## config.mk

```make
export PLATFORM = sky130hd
export DESIGN_NAME = rv32_muldiv_unit
export DESIGN_NICKNAME = d
export VERILOG_FILES = /design/src/rtl/rv32_muldiv_unit.sv
export SDC_FILE = /design/constraint.sdc
export NUM_CORES = 1
export LEC_CHECK = 0
export ABC_AREA = 1
export ABC_CLOCK_PERIOD_IN_PS = 15100
export CORE_MARGIN = 2
export CORE_UTILIZATION = 40
export CTS_BUF_LIST = sky130_fd_sc_hd__clkbuf_2
export DETAILED_ROUTE_END_ITERATION = 10
export PLACE_DENSITY = 0.65
export SKIP_CTS_REPAIR_TIMING = 1
export SYNTH_ARGS = -nofsm -noshare
export SYNTH_HDL_FRONTEND = slang
export SYNTH_SLANG_ARGS = --single-unit
```

## constraint.sdc

```tcl
create_clock -name clk -period 15.1 [get_ports clk]
set_clock_uncertainty 0.15 [all_clocks]
set_input_delay 3.02 -clock clk [delete_from_list [all_inputs] [get_ports clk]]
set_output_delay 3.02 -clock clk [all_outputs]
set_load 0.01 [all_outputs]
```

## src/rtl/rv32_muldiv_unit.sv

```systemverilog
// RV32/RV64 M-extension multiply/divide unit: restoring divider and shift-add multiplier on one shared adder.
// Optional macro RV32_MULDIV_FAST_MUL_EN selects a single-cycle combinational multiplier instead.
module rv32_muldiv_unit #(
    parameter int unsigned XLEN      = 32,
    parameter int unsigned DIV_STEPS = 1,
    parameter int unsigned TAG_W     = 5
) (
    input  logic             clk,
    input  logic             resetn,
    input  logic             req_valid,
    output logic             req_ready,
    input  logic [2:0]       req_op,
    input  logic [XLEN-1:0]  req_op1,
    input  logic [XLEN-1:0]  req_op2,
    input  logic [TAG_W-1:0] req_tag,
    input  logic             flush,
    output logic             resp_valid,
    input  logic             resp_ready,
    output logic [XLEN-1:0]  resp_result,
    output logic [TAG_W-1:0] resp_tag,
    output logic             busy
);

    localparam int unsigned CYCLES = XLEN / DIV_STEPS;
    localparam int unsigned CNT_W  = $clog2(CYCLES);
    localparam logic [XLEN-1:0] MOST_NEG = {1'b1, {(XLEN-1){1'b0}}};

    localparam logic [1:0] S_IDLE = 2'd0;
    localparam logic [1:0] S_CALC = 2'd1;
    localparam logic [1:0] S_DONE = 2'd2;

    logic [1:0]       r_state;
    logic [2:0]       r_op;
    logic [TAG_W-1:0] r_tag;
    logic [XLEN-1:0]  r_result;
    logic [XLEN-1:0]  r_hi;
    logic [XLEN-1:0]  r_lo;
    logic [XLEN-1:0]  r_b;
    logic             r_neg;
    logic             r_neg_r;
    logic [CNT_W-1:0] r_cnt;

    logic             w_is_div;
    logic             w_s1;
    logic             w_s2;
    logic             w_n1;
    logic             w_n2;
    logic [XLEN-1:0]  w_mag1;
    logic [XLEN-1:0]  w_mag2;
    logic             w_div0;
    logic             w_ovf;
    logic [XLEN-1:0]  w_quick;

    logic [XLEN-1:0]   w_hi;
    logic [XLEN-1:0]   w_lo;
    logic [XLEN:0]     w_x;
    logic [XLEN:0]     w_y;
    logic [XLEN+1:0]   w_sum;
    logic [XLEN-1:0]   w_quo;
    logic [XLEN-1:0]   w_rem;
    logic [2*XLEN-1:0] w_prod;
    logic [2*XLEN-1:0] w_prod_s;
    logic [XLEN-1:0]   w_fin;

    assign req_ready   = (r_state == S_IDLE) && !flush;
    assign resp_valid  = (r_state == S_DONE);
    assign busy        = (r_state != S_IDLE);
    assign resp_result = r_result;
    assign resp_tag    = r_tag;

    // Operand signedness: divides are signed unless funct3[0]; MULH signs both, MULHSU only rs1
    assign w_is_div = req_op[2];
    assign w_s1     = w_is_div ? ~req_op[0] : (req_op[1] ^ req_op[0]);
    assign w_s2     = w_is_div ? ~req_op[0] : (req_op[1:0] == 2'b01);
    assign w_n1     = w_s1 & req_op1[XLEN-1];
    assign w_n2     = w_s2 & req_op2[XLEN-1];
    assign w_mag1   = w_n1 ? -req_op1 : req_op1;
    assign w_mag2   = w_n2 ? -req_op2 : req_op2;
    assign w_div0   = w_is_div && (req_op2 == '0);
    assign w_ovf    = w_is_div && !req_op[0] && (req_op1 == MOST_NEG) && (req_op2 == '1);
    assign w_quick  = w_div0 ? (req_op[1] ? req_op1 : '1) : (req_op[1] ? '0 : req_op1);

`ifdef RV32_MULDIV_FAST_MUL_EN
    logic [2*XLEN-1:0] w_fmul;
    logic [2*XLEN-1:0] w_fmul_s;
    logic [XLEN-1:0]   w_fres;

    assign w_fmul   = {{XLEN{1'b0}}, w_mag1} * {{XLEN{1'b0}}, w_mag2};
    assign w_fmul_s = (w_n1 ^ w_n2) ? -w_fmul : w_fmul;
    assign w_fres   = (req_op[1:0] == 2'b00) ? w_fmul_s[XLEN-1:0] : w_fmul_s[2*XLEN-1:XLEN];
`endif

    // One shared adder per step: subtract divisor (restoring) or add multiplicand (shift-add, LSB first)
    always_comb begin
        w_hi  = r_hi;
        w_lo  = r_lo;
        w_x   = '0;
        w_y   = '0;
        w_sum = '0;
        for (int unsigned i = 0; i < DIV_STEPS; i++) begin
            if (r_op[2]) begin
                w_x   = {w_hi, w_lo[XLEN-1]};
                w_y   = ~{1'b0, r_b};
                w_sum = {1'b0, w_x} + {1'b0, w_y} + {{(XLEN+1){1'b0}}, 1'b1};
                w_lo  = {w_lo[XLEN-2:0], w_sum[XLEN+1]};
                w_hi  = w_sum[XLEN+1] ? w_sum[XLEN-1:0] : w_x[XLEN-1:0];
            end else begin
                w_x   = {1'b0, w_hi};
                w_y   = w_lo[0] ? {1'b0, r_b} : '0;
                w_sum = {1'b0, w_x} + {1'b0, w_y};
                w_lo  = {w_sum[0], w_lo[XLEN-1:1]};
                w_hi  = w_sum[XLEN:1];
            end
        end
    end

    assign w_quo    = r_neg ? -w_lo : w_lo;
    assign w_rem    = r_neg_r ? -w_hi : w_hi;
    assign w_prod   = {w_hi, w_lo};
    assign w_prod_s = r_neg ? -w_prod : w_prod;
    assign w_fin    = r_op[2] ? (r_op[1] ? w_rem : w_quo)
                    : ((r_op[1:0] == 2'b00) ? w_prod_s[XLEN-1:0] : w_prod_s[2*XLEN-1:XLEN]);

    always_ff @(posedge clk or posedge resetn) begin
        if (resetn) begin
            r_state  <= S_IDLE;
            r_op     <= '0;
            r_tag    <= '0;
            r_result <= '0;
            r_hi     <= '0;
            r_lo     <= '0;
            r_b      <= '0;
            r_neg    <= 1'b0;
            r_neg_r  <= 1'b0;
            r_cnt    <= '0;
        end else if (flush) begin
            r_state <= S_IDLE;
        end else begin
            case (r_state)
                S_IDLE: begin
                    if (req_valid) begin
                        r_op  <= req_op;
                        r_tag <= req_tag;
                        if (w_div0 || w_ovf) begin
                            r_result <= w_quick;
                            r_state  <= S_DONE;
                        end
`ifdef RV32_MULDIV_FAST_MUL_EN
                        else if (!w_is_div) begin
                            r_result <= w_fres;
                            r_state  <= S_DONE;
                        end
`endif
                        else begin
                            // Divider: dividend in lo, divisor in b. Multiplier: multiplier in lo, multiplicand in b
                            r_hi    <= '0;
                            r_lo    <= w_is_div ? w_mag1 : w_mag2;
                            r_b     <= w_is_div ? w_mag2 : w_mag1;
                            r_neg   <= w_n1 ^ w_n2;
                            r_neg_r <= w_n1;
                            r_cnt   <= CNT_W'(CYCLES - 1);
                            r_state <= S_CALC;
                        end
                    end
                end
                S_CALC: begin
                    r_hi  <= w_hi;
                    r_lo  <= w_lo;
                    r_cnt <= r_cnt - 1'b1;
                    if (r_cnt == '0) begin
                        r_result <= w_fin;
                        r_state  <= S_DONE;
                    end
                end
                S_DONE: begin
                    if (resp_ready) begin
                        r_state <= S_IDLE;
                    end
                end
                default: r_state <= S_IDLE;
            endcase
        end
    end

endmodule

```

* Word-level counts from Yosys, hierarchy flattened *
Index checks and enable logic that the tools add are counted.

cells by class
  $add $sub $neg = 9
  equal/unequal tests = 12
  multiplexer cells = 38
  bitwise gates (word level) = 8
  reductions and logical operators = 19

operators by type and width
  cell                                               count
  2-to-1 mux 32 bit                                  23
  one-hot mux 32 bit (2 select lines)                3
  negation 32 bit                                    4
  == test 32 bit (second input constant)             2
  2-to-1 mux 64 bit                                  1
  negation 64 bit                                    1
  adder 33 x 33 -> 34 bit                            1
  adder 34 x 1 -> 34 bit (second input constant)     1
  adder 32 x 32 -> 33 bit                            1
  NOT 32 -> 33 bit                                   1
  logical NOT 32 bit                                 1
  2-to-1 mux 2 bit                                   5
  2-to-1 mux 5 bit                                   2
  one-hot mux 5 bit (2 select lines)                 1
  AND reduction 4 bit                                2
  != test 2 bit (second input constant)              3
  != test 3 bit (second input constant)              2
  one-hot mux 2 bit (3 select lines)                 1
  AND reduction 3 bit                                2
  logical AND 1 bit                                  5
  logical NOT 5 bit                                  1
  AND reduction 5 bit                                1
  subtractor 5 x 1 -> 5 bit (second input constant)  1
  == test 2 x 1 -> 1 bit (second input constant)     2
  other kinds (11)                                   19

storage, ports and cells
  flip-flop bits (word level) = 145
  bits of input ports = 77

* Depth between registers and ports, before layout *
Gate-level depths: netlist of run 1.

  depth after elaboration = 11
  depth in mapped cells = 33

* Worst setup path before layout of run 1 *
Ideal clock, no wire load.

  kind = in2out
  start point = input flush
  end point = output req_ready
  arrival time = 3219 ps
  slack = 8711 ps
  cell stages on the path = 1
  buffers on the path = 0
  cell sequence = nor2_1

between the ends
  longest elaborated chain between the ends = 2

ends and longest elaborated chain
  item               RTL line  source
  start, declared    16        input logic flush,
  logical NOT 1 bit  65        assign req_ready = (r_state == S_IDLE) && !flush;
  logical AND 1 bit  65
  end, declared      11        output logic req_ready,

Every way passes these cells.

* Worst setup path after layout of run 1 *
Ends and elaborated chain as after synthesis.

==> results of run 1 <==
placed cells by master (no fill, tap or decap), drive strengths merged, types with 36 or more instances in the layout:
master	count
o21ai	236
a21oi	115
nand2	1036
nand3	318
o21bai	36
ha	72
nor2	360
dfrtp	145
nor3	39
nand4	63
clkdlybuf4s50	115
xor2	79
inv	456
layout make-up:
cell class | instances | area [um2]
inverter | 458 | 1724
fill | 5172 | 25950
clock inverter | 13 | 183.9
multi-input combinational | 2559 | 13080
antenna | 1 | 2.502
timing repair buffer | 140 | 1336
clock buffer | 17 | 85.08
tap | 607 | 759.5
sequential | 145 | 3633
per-stage QoR:
| step | setup slack [ns] | instance area, um2 | hold WS (ns) | instances | util (%) |
|---|---|---|---|---|---|
| after floorplan | 8.035 | 19020 | 0.3226 | 3289 | - |
| after global placement | 7.732 | 20530 | 0.3165 | 3909 | 43.92 |
| after detailed placement | 7.730 | 20530 | 0.3149 | 3909 | 43.92 |
| after CTS | 7.718 | 20800 | 0.3657 | 3939 | 44.49 |
| after global routing | 7.623 | 20810 | 0.3912 | 3940 | 44.50 |
| final | 7.717 | 20810 | 0.3611 | 3940 | 44.50 |
kinds of logic after synthesis:
| family | Yosys count | synth area share, % |
|---|---|---|
| AND/OR/NAND/NOR | 1862 | 43.12 |
| AO/OA/AOI/OAI | 518 | 15.73 |
| adder cells (fa/ha/maj) | 74 | 4.948 |
| buffers and inverters | 585 | 12.20 |
| XOR/XNOR | 99 | 4.560 |
| flip-flops | 145 | 19.08 |
| multiplexers | 6 | 0.3553 |
registers in the layout, indices dropped and copies added, names as in the netlist:
name,cells
r_b,32
r_neg_r,1
resp_result,32
r_lo,32
r_op,3
r_cnt,5
resp_tag,5
r_state,2
r_hi,32
r_neg,1
worst max-delay path, stage by stage:
cell	delay [ns]
clkdlybuf4s50_1	0.47
nor2_1	0.17
clkdlybuf4s50_1	0.55
cells in the mapped netlist (all sizes together):
master / n / share of area [%]
xnor2: 20 / 0.92
a21boi: 3 / 0.14
a211oi: 1 / 0.039
nand3: 318 / 8.8
nor3b: 1 / 0.039
and3: 1 / 0.033
fa: 2 / 0.21
o31ai: 10 / 0.42
nand4: 63 / 2.3
xor2: 79 / 3.6
dfrtp: 145 / 19
o22ai: 31 / 1.0
o21ai: 236 / 6.4
a31oi: 35 / 1.2
o211ai: 19 / 0.75
o21bai: 36 / 1.4
inv: 453 / 8.9
ha: 72 / 4.7
a22oi: 11 / 0.43
clkinv: 5 / 0.099
nor4: 17 / 0.56
mux2: 6 / 0.36
a21o: 4 / 0.16
o2111ai: 1 / 0.046
nor4b: 1 / 0.079
buf: 46 / 1.6
nand2: 1036 / 21
a311oi: 1 / 0.046
nor2: 360 / 8.2
a21oi: 115 / 3.1
clkbuf: 81 / 1.6
nand3b: 14 / 0.55
nor3: 39 / 1.2
or2: 10 / 0.33
o21a: 3 / 0.12
and2: 2 / 0.066
o221ai: 12 / 0.55
worst max path at each step:
stage | endpoint | slack, ns
2_1_floorplan | r_b[0]$_DFFE_PP0P_ | 8.04
4_1_cts | req_ready | 7.72
6_report | req_ready | 7.72
3_3_place_gp | req_ready | 7.73
3_5_place_dp | req_ready | 7.73
5_1_grt | req_ready | 7.62
metal layers:
layer	routed length, um	global-route usage [%]
met1	34510	43.67
met2	35030	49.95
met3	7933	6.401
met4	5496	20.16
met5	34	0
==> reports/metrics.yaml, run 1 <==
grt_pass1_vias: 20370
syn-instance-count: 3289
rsz0062_at_grt: "no"
startpoint: "flush"
finish.net_count: 3472
ant_nets: 0
hp-class: "flop to flop"
critPathKind: "input pin to output pin"
areaGrowthSynthToFinish_pct: 9.402
syn_avg_cell_area_um2: 5.782
yosysWarnings: 0
routed_wl_um: 83010
avgViaCountPerCell: 5.673
cts_num_sinks: 145
drc: 0
finalSetupViolCount: 0
grt_pass1_wl_um: 124600
holdPathStages: 2
min_period_ns: 7.383
grt_start_max_net_pins: 80
gp_congestion: 1.048
port_buffers: 116
core_um2: 46750
num_vias: 22350
cts_tree: "yes"
rows: 79
cp-start-kind: "input pin"
grt_usage_pct: 33.12
drtIter0Drc: 2971
critPathCaptureType: "output pin"
arrival_ns: 4.21
die_y_um: 222.0
status: "complete, no violations"
max_freq_mhz: 135.5
fin_crit_sh_pct: 48.89
ios: 117
wl_per_cell_um: 21.07
dr.pass1.iters: 9
slew_headroom_pct: 23.67
worstPathRequired_ns: 11.93
slew_violations: 0
clockRootBuffer: "clkbuf_2"
whs_endpoint: "resp_result[2]$_DFFE_PP0P_"
ys_seq_area_share_pct: 19.08
antenna_found_initial: 5
synth_area_um2: 19020
floorplan.initialDensity_pct: 40.67
maxCapViolCount: 0
rr_startpoint: "r_b[30]$_DFFE_PP0P_"
synth.distinct_cells: 59
setup_tns_ns: 0
hold_viol_final: 0
crit_path_max_fanout: 5
r2r_end: "resp_result[28]$_DFFE_PP0P_"
dp_hpwl_um: 65570
dieArea_um2: 49300
drive_gt1_share_pct: 5.942
die_w_um: 222.0
ys_ff_latch: 145
cts_buffers: 17
ctsLongestPathBuffers: 2
clk_latency_ns: 0.87
min_from: "resp_result[2]$_DFFE_PP0P_"
reg2reg_depth: 30
worst_slew_pin_slew_ns: 1.142
synth_nets: 3440
htree_levels: 4
grt.overflow.total: 0
clkTransAtPathRegs_ns: 0.23
r2r_slack_ns: 9.22
Power of run 1 is not shown: default switching activity piles up to over one toggle a cycle in this logic, so the estimate is an artifact.
==> run 2, diff against run 1 <==
--- a/config.mk
+++ b/config.mk
@@ -6,12 +6,12 @@
 export NUM_CORES = 1
 export LEC_CHECK = 0
 export ABC_AREA = 1
-export ABC_CLOCK_PERIOD_IN_PS = 15100
+export ABC_CLOCK_PERIOD_IN_PS = 6000
 export CORE_MARGIN = 2
 export CORE_UTILIZATION = 40
 export CTS_BUF_LIST = sky130_fd_sc_hd__clkbuf_2
 export DETAILED_ROUTE_END_ITERATION = 10
-export PLACE_DENSITY = 0.65
+export PLACE_DENSITY = 0.68
 export SKIP_CTS_REPAIR_TIMING = 1
 export SYNTH_ARGS = -nofsm -noshare
 export SYNTH_HDL_FRONTEND = slang
==> constraint.sdc (replaced) <==
create_clock -name clk -period 6 [get_ports clk]
set_clock_uncertainty 0.15 [all_clocks]
set_input_delay 1.2 -clock clk [delete_from_list [all_inputs] [get_ports clk]]
set_output_delay 1.2 -clock clk [all_outputs]
set_load 0.01 [all_outputs]
==> reports/metrics.yaml, run 2 (synthesized netlist as in run 1, its figures left out) <==
clkTransAtPathRegs_ns: 0.23
whs_endpoint: "resp_result[2]$_DFFE_PP0P_"
worstPathRequired_ns: 6.64
dp_hpwl_um: 66050
die_w_um: 222.0
drtIter0Drc: 2954
die_y_um: 222.0
r2r_end: "resp_result[29]$_DFFE_PP0P_"
rsz0062_at_grt: "no"
setup_tns_ns: 0
worst_slew_pin_slew_ns: 1.171
place_inst: 3916
maxCapViolCount: 0
finalSetupViolCount: 0
crit_path_max_fanout: 20
slew_violations: 0
arrival_ns: 5.73
ant_nets: 0
rr_startpoint: "r_lo[0]$_DFFE_PP0P_"
port_buffers: 116
grt_usage_pct: 33.21
min_period_ns: 5.087
clk_latency_ns: 0.94
cts_num_sinks: 145
grt.overflow.total: 0
r2r_slack_ns: 0.91
critPathKind: "flop to flop"
htree_levels: 4
hp-class: "flop to flop"
ctsLongestPathBuffers: 2
status: "complete, no violations"
crit_top_cell: "nand2_1"
crit_chain: "nand2_1 > inv_1 > ha_1 > nand2_1 > inv_1 > a21oi_1 > nand2_1 > nand3_1 > nand4_1 > nand3_1 > nand3_1 > nor2_1 > nand2_1 > nor2_2 > nand2_1 > nand2_1 > nand2_1 > nand2_1 > nand3_1 > nand2_1 > nand3_1 > nand2_1 > nand2_1"
hold_viol_final: 0
ios: 117
routed_wl_um: 83430
dieArea_um2: 49300
nFillCells: 5065
num_vias: 22570
drive_gt1_share_pct: 6.198
max_freq_mhz: 196.6
fin_crit_sh_pct: 84.78
reg2reg_depth: 23
seq_area_um2: 3633
rows: 79
slowest_stage: "dfrtp_1"
holdPathStages: 2
final_cell_mix: "nand2_1, inv_1, nor2_1"
slew_headroom_pct: 21.66
cts_tree: "yes"
areaGrowthSynthToFinish_pct: 9.678
cts_buffers: 17
antenna_found_initial: 5
cp-start-kind: "flop"
wl_per_cell_um: 21.12
drc: 0
gp_congestion: 1.064
grt_start_max_net_pins: 78
multi_input_area_um2: 13080
clockRootBuffer: "clkbuf_2"
min_from: "resp_result[2]$_DFFE_PP0P_"
layout.cells.non_filler: 3950
critPathCaptureType: "flop"
finish.net_count: 3479
floorplan.initialDensity_pct: 40.67
core_um2: 46750
grt_pass1_wl_um: 125100
final_common_cell: "nand2_1"
avgViaCountPerCell: 5.714
grt_pass1_vias: 20630
cpPeakStageDelay_ns: 0.94
dr.pass1.iters: 6
## run 2: changes by cell type in the layout (fill, tap and decap cells not counted), sizes merged
cell / change
diode: +2
clkinv: +1
clkinvlp: +3
buf: +7
inv: -2
bufinv: -1
## run 2: metrics by stage
stage | instance area, um2 | utilization [%] | hold slack (ns) | setup slack, ns
5_1_grt | 20860 | 44.61 | 0.3838 | 0.6061
4_1_cts | 20850 | 44.60 | 0.3631 | 1.128
3_5_place_dp | 20600 | 44.06 | 0.3153 | 1.103
3_3_place_gp | 20600 | 44.06 | 0.3134 | 1.116
6_report | 20860 | 44.61 | 0.3590 | 0.9132
2_1_floorplan | 19020 | - | 0.3226 | 0.7554
## run 2: layout make-up
type / instances / area share [%]
clock inverter: 14 / 0.7978
inverter: 458 / 8.266
tap: 607 / 3.641
sequential: 145 / 17.42
clock buffer: 17 / 0.4079
antenna: 3 / 0.03599
timing repair buffer: 147 / 6.719
multi-input combinational: 2559 / 62.71
## run 2: how the worst max path moves through the flow
stage,from,endpoint,slack (ns),cells past startpoint
final,r_lo[0]$_DFFE_PP0P_,resp_result[29]$_DFFE_PP0P_,0.91,23
after global routing,r_hi[3]$_DFFE_PP0P_,resp_result[20]$_DFFE_PP0P_,0.61,32
after detailed placement,req_op1[0],r_b[30]$_DFFE_PP0P_,1.10,18
after floorplan,resetn,r_b[0]$_DFFE_PP0P_,0.76,1
after CTS,r_hi[3]$_DFFE_PP0P_,resp_result[4]$_DFFE_PP0P_,1.13,30
after global placement,req_op1[0],r_b[30]$_DFFE_PP0P_,1.12,18
## run 2: metal layers
layer,vias to the layer above,part of all wire (%),GRT usage [%]
met5,-,0.029,0
met4,4,7.4,22.34
met3,277,10,6.626
met2,1318,42,49.23
met1,10230,41,43.56
li1,10740,-,-
## run 2: critical path: cells and delay by family (launching register included)
family                   cells  cell delay (ns)
buffers and inverters        2             0.18
AND/OR/NAND/NOR             19             3.04
AO/OA/AOI/OAI                1             0.35
adder cells (fa/ha/maj)      1             0.33
flip-flops                   1             0.94
Power of run 2 is left out for the same reason.
